`src/rtl/wb_queue.sv`:
```
// Writeback queue: accepts up to two results per cycle (load older than ALU),
// retires one per cycle into the register file C port, and forwards pending values.
module wb_queue #(
    parameter int DEPTH = 4,
    parameter int DW    = 8,
    parameter int AW    = 4
) (
    input  logic          clk,
    input  logic          rst_n,
    input  logic          ld_valid,
    input  logic [AW-1:0] ld_dst,
    input  logic [DW-1:0] ld_data,
    input  logic          alu_valid,
    input  logic [AW-1:0] alu_dst,
    input  logic [DW-1:0] alu_data,
    output logic          ready,
    output logic          overflow,
    output logic          empty,
    output logic [DW-1:0] rf_din,
    output logic [AW-1:0] rf_csel,
    output logic          rf_c_we,
    input  logic [AW-1:0] asel,
    input  logic [AW-1:0] bsel,
    output logic          a_hit,
    output logic [DW-1:0] a_data,
    output logic          b_hit,
    output logic [DW-1:0] b_data
);

    localparam int PW = $clog2(DEPTH);
    localparam int CW = PW + 1;

    logic [AW-1:0] dst_mem  [DEPTH];
    logic [DW-1:0] data_mem [DEPTH];

    logic [PW-1:0] head_reg, head_next;
    logic [PW-1:0] tail_reg, tail_next;
    logic [CW-1:0] count_reg, count_next;
    logic          overflow_reg, overflow_next;

    logic          ld_live, alu_live, pop, fits, accept;
    logic [1:0]    n_push;
    logic [CW:0]   space_need;
    logic [PW-1:0] alu_idx;

    assign ld_live  = ld_valid  && (ld_dst  != '0);
    assign alu_live = alu_valid && (alu_dst != '0);
    assign n_push   = {1'b0, ld_live} + {1'b0, alu_live};
    assign pop      = (count_reg != '0);

    // Space is judged after this edge's pop; a pair that does not fit is dropped whole.
    assign space_need = {1'b0, count_reg} - {{CW{1'b0}}, pop} + {{(CW-1){1'b0}}, n_push};
    assign fits       = (space_need <= (CW+1)'(DEPTH));
    assign accept     = (n_push != 2'd0) && fits;
    assign alu_idx    = tail_reg + PW'(ld_live);

    always_comb begin
        head_next     = head_reg + PW'(pop);
        tail_next     = tail_reg;
        count_next    = count_reg - CW'(pop);
        overflow_next = overflow_reg;
        if (accept) begin
            tail_next  = tail_reg + PW'(n_push);
            count_next = count_reg - CW'(pop) + CW'(n_push);
        end else if (n_push != 2'd0) begin
            overflow_next = 1'b1;
        end
    end

    always_ff @(posedge clk or negedge rst_n) begin
        if (!rst_n) begin
            head_reg     <= '0;
            tail_reg     <= '0;
            count_reg    <= '0;
            overflow_reg <= 1'b0;
        end else begin
            head_reg     <= head_next;
            tail_reg     <= tail_next;
            count_reg    <= count_next;
            overflow_reg <= overflow_next;
        end
    end

    // Entry storage and an age-ordered view (age 0 = head) for the bypass search.
    logic [AW-1:0] age_dst  [DEPTH];
    logic [DW-1:0] age_data [DEPTH];
    logic          age_occ  [DEPTH];

    genvar gi;
    generate
        for (gi = 0; gi < DEPTH; gi++) begin : g_entry
            always_ff @(posedge clk) begin
                if (accept && ld_live && (tail_reg == PW'(gi))) begin
                    dst_mem[gi]  <= ld_dst;
                    data_mem[gi] <= ld_data;
                end else if (accept && alu_live && (alu_idx == PW'(gi))) begin
                    dst_mem[gi]  <= alu_dst;
                    data_mem[gi] <= alu_data;
                end
            end

            assign age_dst[gi]  = dst_mem[head_reg + PW'(gi)];
            assign age_data[gi] = data_mem[head_reg + PW'(gi)];
            assign age_occ[gi]  = (CW'(gi) < count_reg);
        end
    endgenerate

    // Scan oldest to youngest so the last match (youngest) is what remains.
    always_comb begin
        a_hit  = 1'b0;
        a_data = '0;
        b_hit  = 1'b0;
        b_data = '0;
        for (int i = 0; i < DEPTH; i++) begin
            if (age_occ[i] && (asel != '0) && (age_dst[i] == asel)) begin
                a_hit  = 1'b1;
                a_data = age_data[i];
            end
            if (age_occ[i] && (bsel != '0) && (age_dst[i] == bsel)) begin
                b_hit  = 1'b1;
                b_data = age_data[i];
            end
        end
    end

    assign rf_c_we  = pop;
    assign rf_csel  = pop ? dst_mem[head_reg]  : '0;
    assign rf_din   = pop ? data_mem[head_reg] : '0;
    assign empty    = !pop;
    assign ready    = (count_reg <= CW'(DEPTH - 2));
    assign overflow = overflow_reg;

endmodule

```
`config.mk`:
```
export PLATFORM = sky130hd
export DESIGN_NAME = wb_queue
export DESIGN_NICKNAME = d
export VERILOG_FILES = /design/src/rtl/wb_queue.sv
export SDC_FILE = /design/constraint.sdc
export NUM_CORES = 1
export LEC_CHECK = 0
export CAP_MARGIN = 0
export CORE_ASPECT_RATIO = 0.8
export CORE_MARGIN = 4
export CORE_UTILIZATION = 40
export CTS_CLUSTER_DIAMETER = 100
export DETAILED_ROUTE_END_ITERATION = 10
export PLACE_DENSITY = 0.62
export RECOVER_POWER = 100
export SYNTH_ARGS = -nofsm -noshare
export SYNTH_HDL_FRONTEND = slang
export SYNTH_SLANG_ARGS = --single-unit
```
`constraint.sdc`:
```
create_clock -name clk -period 5.85 [get_ports clk]
set_clock_uncertainty 0.1 [all_clocks]
set_input_delay 1.17 -clock clk [delete_from_list [all_inputs] [get_ports clk]]
set_output_delay 1.17 -clock clk [all_outputs]
set_load 0.01 [all_outputs]
```
# After elaboration in Yosys (flattened, before gate mapping)
# Memories as Yosys holds them, arrays and structs flattened.
# Cells that the tools add are included.
# totals
register_bits	8
latch_bits	0
ramBits	48
mem_bits_ro	0
in_bits	36
out_inout_bits	34
elab_cells	148
memories	2
# classes
addsub	11
n_mul	0
div_mod_pow	0
n_lt_le_gt_ge	6
eq_ne	14
shift	0
n_mux	59
n_bitwise	9
reduce_logical	43
# mem_list
memory	depth	width	read_ports	rd_ports_with_merged_regs	wr	line	text
data_mem	4	8	4	0	2	34	logic [DW-1:0] data_mem [DEPTH];
dst_mem	4	4	4	0	2	33	logic [AW-1:0] dst_mem [DEPTH];
# op_table
cell	count
$mux W8	15
$eq A4 B4 Y1	8
$mux W1	32
$logic_and A1 B1 Y1	29
$mux W4	7
$reduce_bool A4 Y1	4
$reduce_or A8 Y1	2
$eq A2 B2 Y1 const B	4
$mux W2	4
$or A1 B1 Y1	8
$reduce_or A4 Y1	2
$lt A1 B3 Y1 const A	2
$lt A2 B3 Y1 const A	2
$add A2 B1 Y2	2
$add A2 B2 Y2 const B	2
$add A4 B2 Y4	1
$eq A2 B1 Y1 const B	2
$le A4 B3 Y1 const B	1
$logic_not A2 Y1	2
$sub A3 B1 Y4	1
$add A3 B2 Y3	1
$le A3 B2 Y1 const B	1
$mux W3	1
$reduce_bool A3 Y1	1
other kinds (8)	8

# Depth between registers and ports, before layout
# depth
ltp_word	14
depth_mapped	16
mapped_depth_nobuf	14

# Worst setup path before layout
# OpenSTA, ideal clock, no wires.
# synth_timing
path_kind	input-to-reg
start	input ld_dst[1]
end	memory data_mem[3][0] (data pin)
setup_time_ns	0.260
t_arrival_ns	4.527
path_slack_ns	0.963
stages	13
n_path_buf	2
path_cell_list	o41ai_1 ha_1 or2_2 ha_1 a21o_1 a21oi_1 xnor2_1 o21ai_1 nand2b_1 clkbuf_1 a211oi_1 buf_2 mux2_2
# synth_lines
item	line	text
from (decl)	11	input logic [AW-1:0] ld_dst,
to (decl)	34	

# Worst setup path after layout
# layout_timing
start	input bsel[3]
end	output b_data[1]
# layout_between
elab_chain_cells	7
# layout_lines
item	line	text
from (decl)	23	input logic [AW-1:0] bsel,
$reduce_bool A4 Y1	119	if (age_occ[i] && (bsel != '0) && (age_dst[i] == bsel)) begin
$logic_and A1 B1 Y1 (2 in a row)	119	
$mux W8 (3 in a row)	119	
$mux W8 *	119	
to (decl)	27	output logic [DW-1:0] b_data
# Every way passes the cells marked *; elsewhere a longest branch is shown, timed or not.

==> out/qor.yml <==
htreeDepth: 2
design_area_um2: 6090
ys.warnings.count: 0
min_period_ns: 5.49
pwr-share-clk_pct: 9.1
drc: 0
switchingPower_mw: 1.49
drv_cap: 0
cp_max_fo: 9
power_density_nw_per_um2: 527
post_cts_buffers: 0
clk_pin_slew_worst_paths_ns: 0.07
post_cts_resize_count: 0
rsz0062_at_grt: "no"
ff2ff_setup_slack_ns: 2.09
critPathLaunchType: "primary input"
yosysTopAreaCellShare_pct: 28.3
ys_ff_latch: 56
fp.dieH_um: 109
syn_inst: 503
synth_cell_types: 57
drtIter0Drc: 347
max_freq_mhz: 182
gp_congestion: 0.907
r2r_end: "data_mem[3][7]"
grt_pass1_wl_um: 22200
max-vdd-ir-drop_v: 0.000189
wl_um: 13600
min_period_over_period_pct: 93.9
largest_reg_flops: 32
path_class: "primary input to primary output"
start_util_pct: 41.4
dp_hpwl_um: 10700
reg2reg_from: "count_reg[2]"
postCtsHoldBufs: 0
grt.total_usage_pct: 19.2
synth_top_area_cell: "edfxtp_1"
nNetsFinal: 616
syn_nets: 552
crit_path_end: "b_data[1]"
grt_pass1_vias: 3938
die_w_um: 134
antenna_found_initial: 0
ios: 70
startpoint: "bsel[3]"
synth.avg_cell_area_um2: 10.1
diodes: 0
crit_arrival_ns: 4.22
top_layer_used: "met4"
overflow: 0
core_area_um2: 12300
row_count: 36
first_pass_iters: 5
synth_edf_count: 48
clock_sinks: 56
switching_share_pct: 46.4
total_power_mw: 3.21
post_drt_via_cell_ratio: 5.54
synth_area_um2: 5090
timing.hold.ws_ns: 0.378
routedWlPerCell_um: 18.4
finalSetupViolCount: 0
tightest_slew_ns: 0.815
synthToLayoutAreaGrowth_pct: 19.6
worstPathRequired_ns: 4.58
clock-root-buffer: "clkbuf_16"
dr_wl_met3_um: 904
hold_viol_final: 0
dieArea_um2: 14600
cts_tree: "done"
finish.utilization_pct: 49.5
cts_buffers: 5
p_int_mw: 1.72
final_cell_mix: "mux2_2 (53), nand2_1 (48), edfxtp_1 (48)"
maxSlewViolCount: 0
leakage_nw: 2.23
setup_tns_ns: 0
yosys_most_used_dff: "edfxtp_1"
grt_max_degree: 38
clk_latency_ns: 0.29
maxSlewHeadroom_pct: 45.7
synthTopCellsByArea: "edfxtp_1 (28%), mux2_2 (12%), mux2i_1 (5.9%)"
placed_cell_area_um2: 5980
layout-drive-gt1-share_pct: 20.6
ys_async_sr_fraction_pct: 14.3
dr_wl_met2_um: 5440
p_comb_share_pct: 68.8
drtAntennaViolNets: 0
min_path_type: "flop to flop"
status: "finished, final reports clean"
io_buffers: 69
p_seq_share_pct: 22.1
wl_met1_um: 7200
clockBufferDepth: 2
final_common_cell: "mux2_2"
reg2reg_depth: 11
num_vias: 4092
endpoint_kind: "primary output"
seq_area_frac_synth_pct: 32.2
[worst max-delay path, stage by stage]
cell and delay [ns]:
dlygate4sd3_1 0.73, nor3_1 0.26, or3_1 0.18, a211oi_2 0.08, o21ai_2 0.18, nor3b_2 0.54, a21oi_1 0.14, o31ai_1 0.28
dlygate4sd3_1 0.66
[per-layer routing]
layer / GRT usage [%] / vias up
met3: 3.00 / 6
met2: 27.4 / 137
li1: - / 2008
met5: 0 / -
met1: 30.5 / 1941
met4: 3.78 / 0
[how the worst min path moves through the flow]
stage             start  endpoint  slack (ns)  depth (start not counted)
2_1_floorplan  overflow  overflow        0.39                          1
3_3_place_gp   overflow  overflow        0.34                          1
3_5_place_dp   overflow  overflow        0.37                          1
4_1_cts        overflow  overflow        0.38                          1
5_1_grt        overflow  overflow        0.40                          1
6_report       overflow  overflow        0.38                          1
[kinds of logic after synthesis]
group / count (synthesis) / share of synthesized area (%)
and+or+nand+nor: 142 / 12.8
DFF: 56 / 32.2
adders and majority gates: 13 / 3.49
AOI/OAI and AO/OA: 99 / 15.7
xor gates and xnor gates: 40 / 6.88
muxes: 103 / 24.0
buffers and inverters: 50 / 4.89
[synth_stat cells (7+ instances only)]
cell / n
nor2b_1: 8
edfxtp_1: 48
a221oi_2: 8
inv_1: 13
nor2_1: 43
a211oi_1: 17
mux4_2: 7
dfrtp_1: 8
buf_1: 9
ha_1: 11
a211oi_2: 11
mux2i_1: 30
xnor2_1: 30
nor3_1: 19
a21oi_1: 7
mux2_1: 9
o21ai_0: 24
clkbuf_1: 13
a221oi_1: 7
mux2_2: 55
xor2_1: 10
nand2_1: 48
[cell type report]
cell class,count,area (µm²)
clock buffers,5,125
clock inverters,3,18.8
fillers,1166,6210
inverters,15,56.3
multi-input cells,397,3200
flip-flops and latches,56,1640
well taps,171,214
repair buffers,92,831
[power groups by stage]
| stage | Sequential (mW) | Combinational (mW) | Clock (mW) |
|---|---|---|---|
| after floorplan | 0.635 | 1.60 | 0 |
| after global placement | 0.708 | 2.23 | 0 |
| after detailed placement | 0.717 | 2.26 | 0 |
| after CTS | 0.709 | 2.27 | 0.296 |
| after global routing | 0.727 | 2.42 | 0.312 |
| final | 0.708 | 2.21 | 0.292 |
[stage by stage]
stage,worst slack [ns],instances
5_1_grt,0.138,739
3_3_place_gp,0.488,731
4_1_cts,0.448,739
6_report,0.359,739
2_1_floorplan,0.963,503
3_5_place_dp,0.469,731
No activity file was read; power rests on OpenSTA's default activity.
